===== config.mk =====
export PLATFORM = sky130hd
export DESIGN_NAME = regfile_wb_arbiter
export DESIGN_NICKNAME = d
export VERILOG_FILES = /design/src/rtl/regfile_pkg.sv /design/src/rtl/wb_priority_arbiter.sv /design/src/rtl/regfile_wb_arbiter.sv
export SDC_FILE = /design/constraint.sdc
export NUM_CORES = 1
export LEC_CHECK = 0
export BUFFER_PORTS_ARGS = -buffer_cell sky130_fd_sc_hd__buf_2
export CAP_MARGIN = 15
export CORE_AREA = 2 2 101 103
export DETAILED_ROUTE_END_ITERATION = 8
export DIE_AREA = 0 0 103 105
export MAX_ROUTING_LAYER = met4
export PLACE_DENSITY = 0.69
export SLEW_MARGIN = 20
export SYNTH_ARGS = -nofsm -noshare
export SYNTH_HDL_FRONTEND = slang
export SYNTH_SLANG_ARGS = --single-unit

===== constraint.sdc =====
create_clock -name clk -period 2 [get_ports clk]
set_clock_uncertainty 0.05 [all_clocks]
set_input_delay 0.1 -clock clk [delete_from_list [all_inputs] [get_ports clk]]
set_output_delay 0.1 -clock clk [all_outputs]
set_load 0.02 [all_outputs]

===== src/rtl/regfile_pkg.sv =====
// Shared types and constants for the register-file write-back path.
package regfile_pkg;

  localparam int REG_ADDR_W = 5;
  localparam int DATA_W     = 32;

  localparam logic [REG_ADDR_W-1:0] ZERO_REG = 5'd0;

  typedef struct packed {
    logic                  fp;
    logic [REG_ADDR_W-1:0] addr;
    logic [DATA_W-1:0]     data;
  } wb_req_t;

endpackage


===== src/rtl/wb_priority_arbiter.sv =====
// Fixed-priority two-way grant (wb0 first) with a starvation counter that
// forces wb1 through after STARVE_LIMIT consecutive denials.
module wb_priority_arbiter #(
  parameter int STARVE_LIMIT = 4,
  parameter int CNT_W        = 4
) (
  input  logic             clk,
  input  logic             rst,
  input  logic             wb0_valid,
  input  logic             wb1_valid,
  output logic             grant0,
  output logic             grant1,
  output logic [CNT_W-1:0] starve_cnt
);

  localparam logic [CNT_W-1:0] LIMIT = CNT_W'(STARVE_LIMIT);

  logic starved;

  assign starved = (starve_cnt == LIMIT);

  always_comb begin
    grant0 = 1'b0;
    grant1 = 1'b0;
    if (!rst) begin
      grant1 = wb1_valid && (!wb0_valid || starved);
      grant0 = wb0_valid && !grant1;
    end
  end

  always_ff @(posedge clk) begin
    if (rst) begin
      starve_cnt <= '0;
    end else if (!wb1_valid || grant1) begin
      starve_cnt <= '0;
    end else if (starve_cnt < LIMIT) begin
      starve_cnt <= starve_cnt + 1'b1;
    end
  end

endmodule


===== src/rtl/regfile_wb_arbiter.sv =====
// Arbitrates two write-back sources onto the register file write port through
// one registered stage, forwarding the staged write to both read ports.
module regfile_wb_arbiter
  import regfile_pkg::*;
#(
  parameter int STARVE_LIMIT = 4,
  parameter int CNT_W        = 4
) (
  input  logic        clk,
  input  logic        rst,
  input  logic        wb0_valid,
  output logic        wb0_ready,
  input  logic        wb0_fp,
  input  logic [4:0]  wb0_addr,
  input  logic [31:0] wb0_data,
  input  logic        wb1_valid,
  output logic        wb1_ready,
  input  logic        wb1_fp,
  input  logic [4:0]  wb1_addr,
  input  logic [31:0] wb1_data,
  output logic        rf_WrEn,
  output logic        rf_ftpt_write,
  output logic [4:0]  rf_WrAddr,
  output logic [31:0] rf_WData,
  input  logic        rd_fp,
  input  logic [4:0]  rd_addr1,
  input  logic [4:0]  rd_addr2,
  input  logic [31:0] rf_RData1,
  input  logic [31:0] rf_RData2,
  output logic [31:0] rd_data1,
  output logic [31:0] rd_data2
);

  logic             grant0, grant1;
  logic [CNT_W-1:0] starve_cnt;
  wb_req_t          wb0_req, wb1_req, req_p0;
  logic             vld_p0, is_zero_p0;

  logic                  vld_p1;
  logic                  fp_p1;
  logic [REG_ADDR_W-1:0] addr_p1;
  logic [DATA_W-1:0]     data_p1;

  wb_priority_arbiter #(
    .STARVE_LIMIT (STARVE_LIMIT),
    .CNT_W        (CNT_W)
  ) u_arb (
    .clk        (clk),
    .rst        (rst),
    .wb0_valid  (wb0_valid),
    .wb1_valid  (wb1_valid),
    .grant0     (grant0),
    .grant1     (grant1),
    .starve_cnt (starve_cnt)
  );

  assign wb0_ready = grant0;
  assign wb1_ready = grant1;

  assign wb0_req = '{fp: wb0_fp, addr: wb0_addr, data: wb0_data};
  assign wb1_req = '{fp: wb1_fp, addr: wb1_addr, data: wb1_data};

  // p0: select the granted request
  assign req_p0     = grant1 ? wb1_req : wb0_req;
  assign vld_p0     = grant0 | grant1;
  assign is_zero_p0 = !req_p0.fp && (req_p0.addr == ZERO_REG);

  // p1: registered write stage; integer r0 writes are accepted but never enabled
  always_ff @(posedge clk) begin
    if (rst) begin
      vld_p1  <= 1'b0;
      fp_p1   <= 1'b0;
      addr_p1 <= '0;
      data_p1 <= '0;
    end else begin
      vld_p1 <= vld_p0 && !is_zero_p0;
      if (vld_p0) begin
        fp_p1   <= req_p0.fp;
        addr_p1 <= req_p0.addr;
        data_p1 <= req_p0.data;
      end
    end
  end

  assign rf_WrEn       = vld_p1;
  assign rf_ftpt_write = fp_p1;
  assign rf_WrAddr     = addr_p1;
  assign rf_WData      = data_p1;

  assign rd_data1 = (vld_p1 && (fp_p1 == rd_fp) && (addr_p1 == rd_addr1)) ? data_p1 : rf_RData1;
  assign rd_data2 = (vld_p1 && (fp_p1 == rd_fp) && (addr_p1 == rd_addr2)) ? data_p1 : rf_RData2;

endmodule


Word-level counts from Yosys, hierarchy flattened
Index checks and enable logic that the tools add are counted.
- add/subtract/negate cells: 1
- bitwise gates (word level): 1
- eq/ne operators: 4
- reduce and logical (&&, ||, !) cells: 16
- magnitude comparators: 1
- muxes and demuxes: 5
- operator list (operator ; number):
    two-way mux 32 bit ; 2
    two-way mux 38 bit ; 1
    == test 5 bit ; 2
    logical AND 1 bit ; 7
    logical NOT 1 bit ; 5
    logical NOT 5 bit ; 1
    adder 4 x 1 -> 4 bit, second input constant ; 1
    == test 4 x 3 -> 1 bit, second input constant ; 1
    < comparator 4 x 3 -> 1 bit, second input constant ; 1
    logical OR 1 bit ; 2
    two-way mux 1 bit ; 2
    OR reduction 2 bit ; 1
    == test 1 bit ; 1
    OR 1 bit ; 1
- output and inout port bits: 105
- word-level logic and storage cells: 33
- bits in registers: 43
- input bits: 155

Depth between registers and ports, before layout
Gate-level depths: netlist of run 1.
- word-level depth: 9
- gate-level depth with buffers: 8
- gate-level depth less buffers: 6

Modules after synthesis
From an unflattened synthesis of run 1, not the netlist that was laid out.
- cell total of the unflattened synthesis: 327
- area total of the unflattened synthesis: 2957.8 um2
- modules (own cells, without submodules) (module ; area an instance (um2) ; times used ; sequential area each (um2) ; cells each):
    regfile_wb_arbiter ; 2737.6 ; 1 ; 780.7 ; 302
    wb_priority_arbiter ; 220.2 ; 1 ; 80.1 ; 25

Worst setup path after synthesis of run 1
No wires, ideal clock.
- path type: register to output
- from: register addr_p1[4], in the netlist rf_WrAddr[4]
- to: output rd_data2[0]
- cell stages (with the launch flop): 6
- path buffers: 1
- arrival time: 1795 ps
- setup slack: 55 ps
- path through: dfxtp_1 -> xnor2_1 -> nand3_1 -> nor4_4 -> buf_6 -> mux2_1
- longest elaborated chain between the ends: 3
- ends and longest elaborated chain (element ; line ; text):
    start, declared ; regfile_wb_arbiter.sv:41 ; logic [REG_ADDR_W-1:0] addr_p1;
    start signal, assigned ; regfile_wb_arbiter.sv:79 ; addr_p1 <= req_p0.addr;
    == test 5 bit ; regfile_wb_arbiter.sv:91 ; assign rd_data2 = (vld_p1 && (fp_p1 == rd_fp) && (addr_p1 == rd_addr2)) ? data_p1 : rf_RData2;
    logical AND 1 bit ; regfile_wb_arbiter.sv:91 ;
    two-way mux 32 bit ; regfile_wb_arbiter.sv:91 ;
    end, declared ; regfile_wb_arbiter.sv:31 ; output logic [31:0] rd_data2
Every way passes these cells.

Worst setup path in the final report of run 1
- from: register addr_p1[4], in the netlist rf_WrAddr[4]
- to: output rd_data2[9]
Same word-level chain as after synthesis.

==> results of run 1 <==
## repair_timing
item / CTS / global route
resized for setup: 59 / 166
gates cloned: 3 / 5
endpoints found under the hold margin: 19 / 0
buffers inserted: 5 / 3
pin swaps: 7 / 4
endpoints found under the setup margin: 64 / 76
hold buffers: 19 / 0
## final timing paths
check / endpoint / cells past startpoint
worst max-delay path: rd_data2[9] / 7
worst min-delay path: rf_WData[9] / 3
worst max register to register: rf_WrEn / 6
worst min register to register: u_arb.starve_cnt[1] / 2
## through the flow
stage | utilization | total power, mW
2_1_floorplan | - | 1.460
3_3_place_gp | 0.4681 | 1.791
3_5_place_dp | 0.4681 | 1.809
4_1_cts | 0.5312 | 2.524
5_1_grt | 0.6051 | 2.797
6_report | 0.6051 | 2.669
## logic make-up after synthesis
kind of cell             synth area share
flip-flops                         0.2779
AO/OA/AOI/OAI                      0.1171
multiplexers                       0.3554
AND/OR/NAND/NOR                    0.1490
adder cells (fa/ha/maj)          0.008076
XOR/XNOR                          0.03393
buffers and inverters             0.05856
## cell usage after synthesis (all sizes together) (4+ instances only)
cell	n	area, µm²
a21oi	7	35.03
a221oi	34	297.8
buf	18	125.1
clkbuf	11	41.29
dfxtp	43	860.8
inv	4	15.01
mux2	64	720.7
mux2i	38	380.4
nand2	7	26.28
nor2	77	289.0
nor4	5	61.31
o22ai	4	25.02
xnor2	8	70.07
xor2	4	35.03
## registers in the layout, indices dropped and copies added, names as in the netlist
| register | cells |
|---|---|
| rf_WData | 32 |
| rf_WrAddr | 5 |
| u_arb.starve_cnt | 4 |
| rf_WrEn | 1 |
| rf_ftpt_write | 1 |
## cell type report
type | instances | area (µm²)
clock buffer | 8 | 100.1
multi-input combinational | 264 | 2364
inverter | 4 | 15.01
sequential | 43 | 878.3
fill | 803 | 3806
timing repair buffer | 306 | 2310
tap | 133 | 166.4
## routing by layer
metal,up-vias,global-route usage,part of all wire
met5,-,-,0
met4,0,0.07895,0.025
met3,33,0.04013,0.066
met2,228,0.4300,0.54
met1,1891,0.2352,0.37
li1,1811,-,-
## worst min-delay path: cells and delay by family
family,cells,cell delay [ps]
buffers and inverters,1,80
AND/OR/NAND/NOR,1,70
AO/OA/AOI/OAI,1,60
## power by group through the flow
stage / sequential, mW / clock, mW / combinational, mW
after global placement: 0.987 / 0 / 0.803
after floorplan: 1.04 / 0 / 0.417
after global routing: 0.989 / 0.680 / 1.13
after CTS: 0.975 / 0.651 / 0.898
after detailed placement: 0.990 / 0 / 0.818
final: 0.982 / 0.625 / 1.06
==> metrics.txt, run 1 <==
Final #Nets=781; commonest non-fill, non-tap cell in the layout=buf_2; Placed Instances=715; CTS tree=done; core area=9639 µm²; Post-synth ARST share=0; Critical Path End Type=primary output; Largest stage delay, worst path=370 ps; Initial DRT Pass Iterations=4; DIE AREA=10820 µm²; fin cells=758; Min-Delay Path Class=input pin to flop; layout overhead on the synthesized area=88.29%; Post-Syn Nets=497; post-route minimum period=2291 ps; critical path start-end classification=flop to primary output; Mean Syn Cell Area=9.112 µm²; Post-synth EDFFs=0; pwr dens=457.5 nW/µm²; cell count after synthesis=340; crit path launch=rf_WrAddr[4]; vias=3963; slew margin rel.=0.4390; vias in the first global route=3803; status=finished with violations; root buffer cell=clkbuf_8; Logic pwr share=0.398; maximum VDD drop=0.0002725 V; largest net degree at the start of global routing=44; Static Leakage=2.923 nW; register area share after synthesis=0.2779; sw frac=0.3330; clock share of power=0.234; ys flop type=dfxtp_1; Die W=103 µm; sw power=0.8887 mW; CP max-delay cell=dfxtp_4; CP Data Arrival Time=2140 ps; H-tree depth reported by CTS=2; dpl hpwl=8.972 mm; vias per std cell=5.228; Seq cells post-synth=43; Setup-failing EPs final=64; clock latency on the worst-skew pair=290 ps; IO Pins=260; Pins Over Slew Limit=0; TNS Setup=-12770 ps; initial antenna violation count=0; worst path cell trace=xnor2_2 -> nand3_2 -> nor4_4 -> buf_4 -> clkbuf_16 -> mux2_4 -> buf_6; Total Wirelength=14.50 mm; # rows=36; CTS Buf Count=5; worst setup margin=-290.7 ps; share of cells above drive strength 1=0.6048; CP startpoint kind=flop; fin area=5833 µm²; Antenna Cells=0; cell-internal power=1.780 mW; CP Buf/Inv Count=3; fin crit share=1.145; WL/cell=19.13 µm; max cap viols=0; RSZ-0062 raised after global routing=yes; r2r setup slk=310 ps; Placed Area=4512 µm²; Starting Density=0.3214; most frequent cells in the layout=buf_2, nor2_1, buf_6; Hold Slack=6.135 ps; fmax=436.5 MHz; mapped cell area=3098 µm²; CP delay by family, top=buffers and inverters; Die Y=105 µm; synth warn=0; Worst Path Max Fanout=5; WP data required=1850 ps; global-route wire length before repair=18.82 mm; Iteration-0 DRC Markers=182; final hold vios=0; IO buf count=259; reg-to-reg critical path startpoint=u_arb.starve_cnt[0]; total track usage=0.2299; Routed Antenna Nets=0; CTS Sinks=43; Worst-Margin Slew=841.5 ps; HP Start=wb0_data[9]; pre-CTS WS=7.716 ps; Reg power frac=0.368; GPL Wtd Cong=0.9184; global route overflow=0; failing checks=setup timing; # DRC=0; Worst-path clk slew=80 ps; clock buffer depth=2; Distinct cells, synth=30
(Power assumes the default switching activity.)
==> inputs of run 2 (changes only) <==
Settings changed: ABC_AREA from default to 0, CORE_AREA 2 2 101 103 to default, CORE_ASPECT_RATIO from default to 0.5, CORE_UTILIZATION from default to 39, DIE_AREA 0 0 103 105 to default, PLACE_DENSITY 0.69 to 0.81.
==> metrics.txt, run 2 (synthesis gave the netlist of run 1 again) <==
worst-case reg-to-reg path depth=8; core area=7515 µm²; post-route minimum period=2212 ps; Setup-failing EPs final=64; dpl hpwl=8.850 mm; root buffer cell=clkbuf_16; status=finished with violations; Pins Over Slew Limit=0; Initial DRT Pass Iterations=5; Logic pwr share=0.366; Static Leakage=2.809 nW; CTS Buf Count=5; worst setup margin=-211.9 ps; crit path launch=rf_WrAddr[0]; pwr dens=502.1 nW/µm²; max FFs per register=32; layout overhead on the synthesized area=78.80%; Die W=128.0 µm; CP Data Arrival Time=2060 ps; GPL Wtd Cong=0.8848; Critical Path End Type=primary output; critical path start-end classification=flop to primary output; CP max-delay cell=dfxtp_4; DIE AREA=8325 µm²; most frequent cells in the layout=buf_2, nor2_1, buf_6; vias in the first global route=3425; Iteration-0 DRC Markers=337; slew margin rel.=0.5926; Reg power frac=0.355; reg-to-reg critical path startpoint=u_arb.starve_cnt[0]; Worst Path Max Fanout=9; global-route wire length before repair=18.42 mm; largest net degree at the start of global routing=31; # rows=22; fin crit share=1.106; fmax=452.1 MHz; # DRC=0; initial antenna violation count=0; Total Wirelength=13.59 mm; CTS Sinks=43; vias per std cell=5.471; H-tree depth reported by CTS=2; worst path cell trace=xnor2_2 -> nand3_2 -> nor4_4 -> buf_6 -> buf_8 -> mux2_2 -> buf_2; Worst-Margin Slew=611.1 ps; vias=3917; fillers=559; commonest non-fill, non-tap cell in the layout=buf_2; Antenna Cells=0; RSZ-0062 raised after global routing=yes; Min-Delay Path Depth=3; IO buf count=259; Final #Nets=766; pre-CTS WS=-31.74 ps; FF-to-FF End=rf_WData[15]; IO Pins=260; max cap viols=0; total track usage=0.2981; multi-input logic area=2326 µm²; maximum VDD drop=0.0004574 V; WP data required=1850 ps; clock share of power=0.279; Reg area=875.8 µm²; clock buffer depth=2; CP startpoint kind=flop; cell-internal power=1.880 mW; WL/cell=18.98 µm; Starting Density=0.4123; failing checks=setup timing; Placed Instances=695; sw frac=0.3239; final hold vios=0; sw power=0.9010 mW; global route overflow=0; share of cells above drive strength 1=0.6168; Min-Delay Path Class=input pin to flop; Largest stage delay, worst path=360 ps; Routed Antenna Nets=0; Die Y=65.02 µm; r2r setup slk=310 ps; fin cells=716; clock latency on the worst-skew pair=280 ps; Worst-path clk slew=60 ps; crit path capture=rd_data1[24]; CTS tree=done
==> run 2: cell types whose count changed in the layout (fill, tap and decap cells not counted), sizes merged <==
cell | before | now
dlygate4sd3 | 19 | 2
clkbuf | 13 | 8
buf | 282 | 287
==> run 2: how the worst min path moves through the flow <==
stage | startpoint | to
final | wb1_data[0] | rf_WData[0]
after global routing | wb1_data[0] | rf_WData[0]
after CTS | wb1_data[0] | rf_WData[0]
after detailed placement | wb1_data[31] | rf_WData[31]
after global placement | wb1_data[31] | rf_WData[31]
after floorplan | wb1_data[0] | rf_WData[0]
==> run 2: worst max-delay path, delay by kind of cell, from the launching register on <==
family	cells	cell delay, ps
DFF	1	360
xor gates and xnor gates	1	140
buffers and inverters	3	530
and+or+nand+nor	2	390
muxes	1	350
==> run 2: stage by stage <==
step	hold slack [ps]	instance area, µm²	total power, mW	utilization	TNS, ps
after floorplan	190.7	3098	1.460	-	0
after global placement	283.6	4506	1.797	0.5996	0
after detailed placement	292.8	4506	1.818	0.5996	-258.4
after CTS	5.054	5235	2.701	0.6966	-9849
after global routing	11.43	5539	2.891	0.7371	-14370
final	5.953	5539	2.781	0.7371	-10290
==> run 2: repair_timing <==
item | 4_1_cts | 5_1_grt
hold endpoints to repair | 2 | 0
gates resized for setup | 136 | 71
buffers inserted | 4 | 2
cloned | 5 | 2
setup endpoints to repair | 64 | 73
hold buffers | 2 | 0
pin swaps | 8 | 5
==> run 2: cell type report <==
type                            instances  share of cell area
Sequential cell                        43              0.1581
Timing Repair Buffer                  291              0.3716
Tap cell                              108             0.02440
Clock buffer                            6             0.02327
Multi-Input combinational cell        264              0.4199
Inverter                                4            0.002711
==> run 2: power groups by stage <==
stage,clock network [mW],registers (mW),logic (mW)
after global routing,0.825,0.992,1.07
after floorplan,0,1.04,0.417
after CTS,0.786,0.980,0.935
after detailed placement,0,0.995,0.823
after global placement,0,0.993,0.804
final,0.776,0.988,1.02
==> run 2: per-layer routing <==
metal	up-vias	wire [µm]	global-route usage
met5	-	0	-
met4	0	246	0.06176
met3	28	847	0.04624
met2	208	6778	0.4823
met1	1897	5719	0.3958
li1	1784	-	-
